[src/rtl/seg_display_arbiter.sv]
// -----------------------------------------------------------------------------
// seg_display_arbiter
//
// Arbitrates ownership of one 4-digit seven-segment display among up to four
// requesters. Requester 0 has absolute priority. The other requesters share the
// display round-robin. An owner keeps the display for a minimum hold time before
// a waiting requester may take it, and a blanking gap separates two owners.
//
// Ports
//   clock_100Mhz : system clock, rising edge
//   reset        : asynchronous, active-high
//   req          : per-requester level request, held while the display is wanted
//   value        : packed 16-bit binary values, requester i at [16*i+15:16*i]
//   grant        : one-hot (or zero) ownership, registered
//   owner        : index of the current or pending owner
//   disp_value   : value to show, clamped to 0..9999, registered
//   disp_blank   : 1 = all anodes off, registered
//   sat          : 1 when the owner's raw value exceeded 9999 and was clamped
// -----------------------------------------------------------------------------
module seg_display_arbiter #(
    parameter int NUM_REQ     = 3,
    parameter int TICK_DIV    = 100000,
    parameter int MIN_HOLD_MS = 500,
    parameter int BLANK_MS    = 20
) (
    input  logic                   clock_100Mhz,
    input  logic                   reset,
    input  logic [NUM_REQ-1:0]     req,
    input  logic [16*NUM_REQ-1:0]  value,
    output logic [NUM_REQ-1:0]     grant,
    output logic [1:0]             owner,
    output logic [15:0]            disp_value,
    output logic                   disp_blank,
    output logic                   sat
);

    localparam int TW = (TICK_DIV > 1) ? $clog2(TICK_DIV) : 1;
    localparam int BW = (BLANK_MS > 0) ? $clog2(BLANK_MS + 1) : 1;
    localparam int HW = (MIN_HOLD_MS > 0) ? $clog2(MIN_HOLD_MS + 1) : 1;

    typedef enum logic [1:0] {
        S_IDLE  = 2'd0,
        S_BLANK = 2'd1,
        S_OWNED = 2'd2
    } state_t;

    // Winner: requester 0 if asserted, otherwise the first asserted ordinary
    // requester scanning upward from last+1 with wrap-around.
    function automatic logic [1:0] f_winner(input logic [NUM_REQ-1:0] rq,
                                            input logic [1:0]         last);
        logic [3:0] rq4;
        logic       found;
        logic [1:0] win;
        int         c;
        rq4   = 4'(rq);
        found = 1'b0;
        win   = last;
        if (rq4[0]) begin
            win   = 2'd0;
            found = 1'b1;
        end
        for (int k = 1; k <= NUM_REQ; k++) begin
            c = (int'(last) + k) % NUM_REQ;
            if (!found && (c != 0) && rq4[c[1:0]]) begin
                win   = c[1:0];
                found = 1'b1;
            end
        end
        return win;
    endfunction

    function automatic logic [NUM_REQ-1:0] f_onehot(input logic [1:0] idx);
        logic [3:0] t;
        t = 4'b0001 << idx;
        return t[NUM_REQ-1:0];
    endfunction

    function automatic logic [15:0] f_sat(input logic [15:0] v);
        return (v > 16'd9999) ? 16'd9999 : v;
    endfunction

    state_t            r_state;
    logic [1:0]        r_owner;
    logic [1:0]        r_last_owner;
    logic [TW-1:0]     r_tick_cnt;
    logic [BW-1:0]     r_blank_cnt;
    logic [HW-1:0]     r_hold_cnt;
    logic [NUM_REQ-1:0] r_grant;
    logic [15:0]       r_disp_value;
    logic              r_disp_blank;
    logic              r_sat;

    logic              w_tick;
    logic [3:0]        w_req4;
    logic              w_req_own;
    logic [NUM_REQ-1:0] w_req_excl;
    logic              w_others;
    logic [1:0]        w_win;
    logic [1:0]        w_win_excl;
    logic [63:0]       w_val_pad;
    logic [15:0]       w_val_nxt;

    state_t            w_state_nxt;
    logic [1:0]        w_owner_nxt;
    logic [1:0]        w_last_nxt;
    logic [BW-1:0]     w_blank_nxt;
    logic [HW-1:0]     w_hold_nxt;

    assign w_tick     = (r_tick_cnt == TW'(TICK_DIV - 1));
    assign w_req4     = 4'(req);
    assign w_req_own  = w_req4[r_owner];
    assign w_req_excl = req & ~f_onehot(r_owner);
    assign w_others   = |w_req_excl;
    assign w_win      = f_winner(req, r_last_owner);
    // Rotation starts after the current owner, so masking it out only matters
    // when the owner is requester 0.
    assign w_win_excl = f_winner(w_req_excl, r_last_owner);
    assign w_val_pad  = 64'(value);
    assign w_val_nxt  = w_val_pad[{w_owner_nxt, 4'b0000} +: 16];

    always_comb begin
        w_state_nxt = r_state;
        w_owner_nxt = r_owner;
        w_last_nxt  = r_last_owner;
        w_blank_nxt = r_blank_cnt;
        w_hold_nxt  = r_hold_cnt;
        case (r_state)
            S_IDLE: begin
                if (|req) begin
                    w_owner_nxt = w_win;
                    w_blank_nxt = '0;
                    w_state_nxt = S_BLANK;
                end
            end
            S_BLANK: begin
                if (w_tick && (r_blank_cnt != BW'(BLANK_MS)))
                    w_blank_nxt = r_blank_cnt + 1'b1;
                if (!w_req_own) begin
                    w_state_nxt = S_IDLE;
                end else if (req[0] && (r_owner != 2'd0)) begin
                    // Requester 0 arrived during the gap: it takes over and
                    // must wait out a full gap of its own.
                    w_owner_nxt = 2'd0;
                    w_blank_nxt = '0;
                end else if (r_blank_cnt == BW'(BLANK_MS)) begin
                    w_state_nxt = S_OWNED;
                    w_hold_nxt  = '0;
                    w_last_nxt  = r_owner;
                end
            end
            S_OWNED: begin
                if (w_tick && (r_hold_cnt != HW'(MIN_HOLD_MS)))
                    w_hold_nxt = r_hold_cnt + 1'b1;
                if (!w_req_own) begin
                    if (|req) begin
                        w_owner_nxt = w_win;
                        w_blank_nxt = '0;
                        w_state_nxt = S_BLANK;
                    end else begin
                        w_state_nxt = S_IDLE;
                    end
                end else if (req[0] && (r_owner != 2'd0)) begin
                    w_owner_nxt = 2'd0;
                    w_blank_nxt = '0;
                    w_state_nxt = S_BLANK;
                end else if (w_others && (r_hold_cnt == HW'(MIN_HOLD_MS))) begin
                    w_owner_nxt = w_win_excl;
                    w_blank_nxt = '0;
                    w_state_nxt = S_BLANK;
                end
            end
            default: begin
                w_state_nxt = S_IDLE;
            end
        endcase
    end

    // Outputs are loaded from the next state so that grant, blanking and the
    // displayed value change on the same edge as the state itself.
    always_ff @(posedge clock_100Mhz or posedge reset) begin
        if (reset) begin
            r_state      <= S_IDLE;
            r_owner      <= 2'd0;
            r_last_owner <= 2'(NUM_REQ - 1);
            r_tick_cnt   <= '0;
            r_blank_cnt  <= '0;
            r_hold_cnt   <= '0;
            r_grant      <= '0;
            r_disp_value <= 16'd0;
            r_disp_blank <= 1'b1;
            r_sat        <= 1'b0;
        end else begin
            r_tick_cnt   <= w_tick ? '0 : r_tick_cnt + 1'b1;
            r_state      <= w_state_nxt;
            r_owner      <= w_owner_nxt;
            r_last_owner <= w_last_nxt;
            r_blank_cnt  <= w_blank_nxt;
            r_hold_cnt   <= w_hold_nxt;
            if (w_state_nxt == S_OWNED) begin
                r_grant      <= f_onehot(w_owner_nxt);
                r_disp_blank <= 1'b0;
                r_disp_value <= f_sat(w_val_nxt);
                r_sat        <= (w_val_nxt > 16'd9999);
            end else begin
                r_grant      <= '0;
                r_disp_blank <= 1'b1;
                r_disp_value <= 16'd0;
                r_sat        <= 1'b0;
            end
        end
    end

    assign grant      = r_grant;
    assign owner      = r_owner;
    assign disp_value = r_disp_value;
    assign disp_blank = r_disp_blank;
    assign sat        = r_sat;

endmodule

[config.mk]
export PLATFORM = sky130hd
export DESIGN_NAME = seg_display_arbiter
export DESIGN_NICKNAME = d
export VERILOG_FILES = /design/src/rtl/seg_display_arbiter.sv
export SDC_FILE = /design/constraint.sdc
export NUM_CORES = 1
export LEC_CHECK = 0
export ABC_CLOCK_PERIOD_IN_PS = 5800
export CAP_MARGIN = 10
export CORE_ASPECT_RATIO = 0.75
export CORE_MARGIN = 8
export CORE_UTILIZATION = 30
export DETAILED_ROUTE_END_ITERATION = 16
export SETUP_SLACK_MARGIN = 0.15
export SLEW_MARGIN = 20
export SYNTH_ARGS = -nofsm -noshare
export SYNTH_HDL_FRONTEND = slang
export SYNTH_SLANG_ARGS = --single-unit
[constraint.sdc]
create_clock -name clock_100Mhz -period 5.8 [get_ports clock_100Mhz]
set_input_delay 0.87 -clock clock_100Mhz [delete_from_list [all_inputs] [get_ports clock_100Mhz]]
set_output_delay 0.87 -clock clock_100Mhz [all_outputs]
set_load 0.005 [all_outputs]
==> reports/summary.md <==
The run finished with clean final reports. The full die area was 0.0162 mm2. After synthesis, the largest family of logic cells by area is simple AND/OR/NAND/NOR gates.

The share of synthesized registers carrying an async set or reset is 100%, and the worst clock skew on the final layout is 0.00744 ns. The run gives 0.32 ns as the clock latency reported for the late side of the worst-skew pair. 0 antenna diodes ended up in the layout. The logs give 9 for the number of clock buffers inserted by TritonCTS and 3261 for the number of global-route vias before repair. The worst-margin pin slew was 0.733 ns; the arrival time reported for the critical path endpoint was 4.83 ns. Of the synthesized area, sequential elements account for 39.2%.

The class of the most critical hold timing path was flop to flop. Counting stages on the worst path, the most repeated cell is a22oi_1. The number of gates given a new drive strength after cts is 0. The number of core rows was 35; the minimum setup slack among reg-to-reg paths was 1.28 ns. The utilization after layout came out at 40.3%.

Derived from the worst setup path, the maximum achievable clock frequency is 216 MHz. Cells with a size suffix above 1 make up 8.79% of the layout. The initial utilization of the core area, before any placement, comes to 30.5%. In the post-route analysis, the smallest setup slack over all paths is 1.17 ns. Before antenna repair, the detailed router went through 5 iterations. In this run the cell area of the synthesized design comes to 0.00371 mm2. Leakage power: 2.05 nW.

The library cell used most frequently in the layout, excluding fill and tap cells, is clkdlybuf4s50_1. Entering global routing, the biggest net connects 59 pins. The total congestion overflow came out at 0. The setup TNS after final layout was 0 ns; the growth of design area from synthesis to finish was 32.2%. The count of boundary I/O pins was 76; the worst slack at placement was 0.841 ns. Walking the worst path, the cells encountered are clkdlybuf4s50_1 -> and4bb_1 -> a22oi_1 -> inv_1 -> a2111oi_2 -> o311ai_1 -> a21bo_2 -> nor2b_2 -> a22oi_1 -> or3_4 -> o211ai_4 -> nor2_1. The final max-slew violation count is 0, and the number of clock sinks is 58. Buffers added to address setup during post-CTS repair amount to 0. After the last flow step, the layout net total stands at 540. Setup repair after global routing left no endpoint under its margin. The worst pin sits at a relative slew slack of 51.1%. For the count of endpoints failing hold in the final timing report, the log shows 0. The slowest cell on the critical path was clkdlybuf4s50_1. The tools report the number of max-cap violations as 0. The element type at the critical path end was a flop. The post-synthesis register bit count is 58.

Summing the areas of all compound-gate instances in the mapped netlist gives 18.5% of the synthesized area. At the worst endpoint, the required time is 6.00 ns. The initial antenna violation count is 0. The critical path's largest stage delay works out to 0.67 ns. The run gives 0 as the remaining antenna violation count. Routability-driven placement finished with a final weighted congestion of 0.879.

The number of port buffers was 75; the gate count of the mapped netlist was 403. The type of origin of the critical path is a primary input. The global-route wire length before repair was 16.1 mm.

Measured along the x axis, the die boundary spans 144 um. The arithmetic-cell share of the synthesized area counting full adders, half adders and majority gates is 4.38%. For this run, design rule violations remaining after detail routing come to 0. Setup violations remaining at the end of the flow were counted as 0. The routed layout has 3198 vias.

The global router's overall resource usage is 12.3%, and the top fanout value on the critical path is 23. The count of synthesis-stage warnings from yosys was 0; the parity-gate share of the synthesized area counting xor and xnor cells was 4.49%. The number of buffers on the longest clock path is 2. The final layout contains routed wiring with a total length of 9.47 mm. Leaving out fill and tap cells, the most frequent cells in the layout are 75 x clkdlybuf4s50_1, 56 x dfrtp_1, 49 x nor2_1. The critical path is of the primary input to flop type.

Time the worst path needs with I/O delays and setup: 4.63 ns. The number of synthesized flops with an enable pin is 0, and the die extent in y is 112 um. The run gives 243 as the detailed router's first-iteration violation count. The placed wire-length estimate after detailed placement is 7.12 mm. The most frequently used flop master after synthesis is dfrtp_1. The worst-case IR drop observed on VDD is 154 uV.

In this run the power density over the cells is 269 mW/mm2. The CTS root buffer was clkbuf_16. Of the total synthesized cell area, the portion taken by AND, OR, NAND and NOR gates is 22.3%. Dividing the detail-routed via count by the number of cells gives 4.97. The share of the cycle needed by the critical path after routing came out at 79.8%. Clock-pin slew was measured on the worst setup and hold paths at 0.05 ns. Core outline area: 0.0122 mm2.

The H-tree depth reported by CTS was 3; the average detailed-routed wire length per instance was 14.7 um. Power comes to 1.32 mW. In this run, post-CTS hold repair placed 0 buffers. The tools report the number of distinct standard cells referenced by the synthesized netlist as 71. Multiplexer share of the synthesized area: 6.24%. The synthesized area per cell was 9.21 um2. TritonCTS built the clock tree.
==> through the flow <==
stage	std cells	hold WS (ns)	area (um2)
global placement	629	0.468	4580
global route	644	0.491	4900
floorplan	404	0.444	3710
CTS	644	0.479	4900
detailed placement	629	0.469	4580
finish	644	0.483	4900
==> layout make-up <==
type / count / area [um2]
Clock buffer: 13 / 260
Multi-Input combinational cell: 307 / 2080
Clock inverter: 2 / 60.1
Inverter: 22 / 82.6
Timing Repair Buffer: 76 / 758
Tap cell: 166 / 208
Fill cell: 1205 / 7270
Sequential cell: 58 / 1450
==> state kept, by name, indices dropped and copies added, names as in the netlist <==
register	cells
owner	2
sat	1
r_state	2
r_tick_cnt	17
r_blank_cnt	5
r_hold_cnt	9
grant	3
r_last_owner	2
disp_value	16
disp_blank	1
==> worst max-delay path, delay by kind of cell <==
| kind | cells | cell delay [ns] |
|---|---|---|
| AO/OA/AOI/OAI | 6 | 1.72 |
| AND/OR/NAND/NOR | 4 | 1.45 |
| buffers and inverters | 2 | 0.77 |
==> Yosys cell counts (all sizes together) (7+ instances only) <==
library cell	number	area, um2
a21oi	25	140
dfrtp	56	1400
buf	11	72.6
nand4	9	56.3
xnor2	8	70.1
nand2	25	96.4
inv	22	82.6
nor2b	8	52.6
nor3	7	35.0
nand3	18	95.1
o21ai	21	105
nor2	49	184
mux2i	13	130
ha	13	163
xor2	11	96.3
a22oi	9	72.6
mux2	9	101
==> layer usage <==
layer | global-route usage (%) | up-vias | wire (um) | share of wire [%]
li1 | - | 1592 | - | -
met1 | 16.6 | 1448 | 4560 | 48
met2 | 16.4 | 150 | 3730 | 39
met3 | 6.49 | 8 | 1070 | 11
met4 | 3.67 | 0 | 109 | 1.2
met5 | 0 | - | 0 | 0
==> report_power, final <==
part	internal, mW	switching [mW]
Sequential	0.413	0.0207
Clock	0.396	0.166
Combinational	0.147	0.174
==> cell families (layout without fill, tap and decap cells) <==
group / after synthesis / in the layout
adders and majority gates: 13 / 13
DFF: 58 / 58
xor gates and xnor gates: 19 / 19
and+or+nand+nor: 156 / 156
other: 1 / 2
muxes: 22 / 22
AOI/OAI and AO/OA: 95 / 95
buffers and inverters: 39 / 113
==> path summary, 6_finish.rpt <==
path,from,endpoint,cells past startpoint
worst min-delay path,r_tick_cnt[2],r_tick_cnt[2],1
min in group asynchronous,reset,disp_value[8],3
worst max-delay path,req[1],disp_value[12],12
worst min register to register,r_tick_cnt[2],r_tick_cnt[2],1
max in group asynchronous,reset,r_blank_cnt[4],3
worst max register to register,r_last_owner[1],disp_value[12],12
No activity file was read; power rests on OpenSTA's default activity.
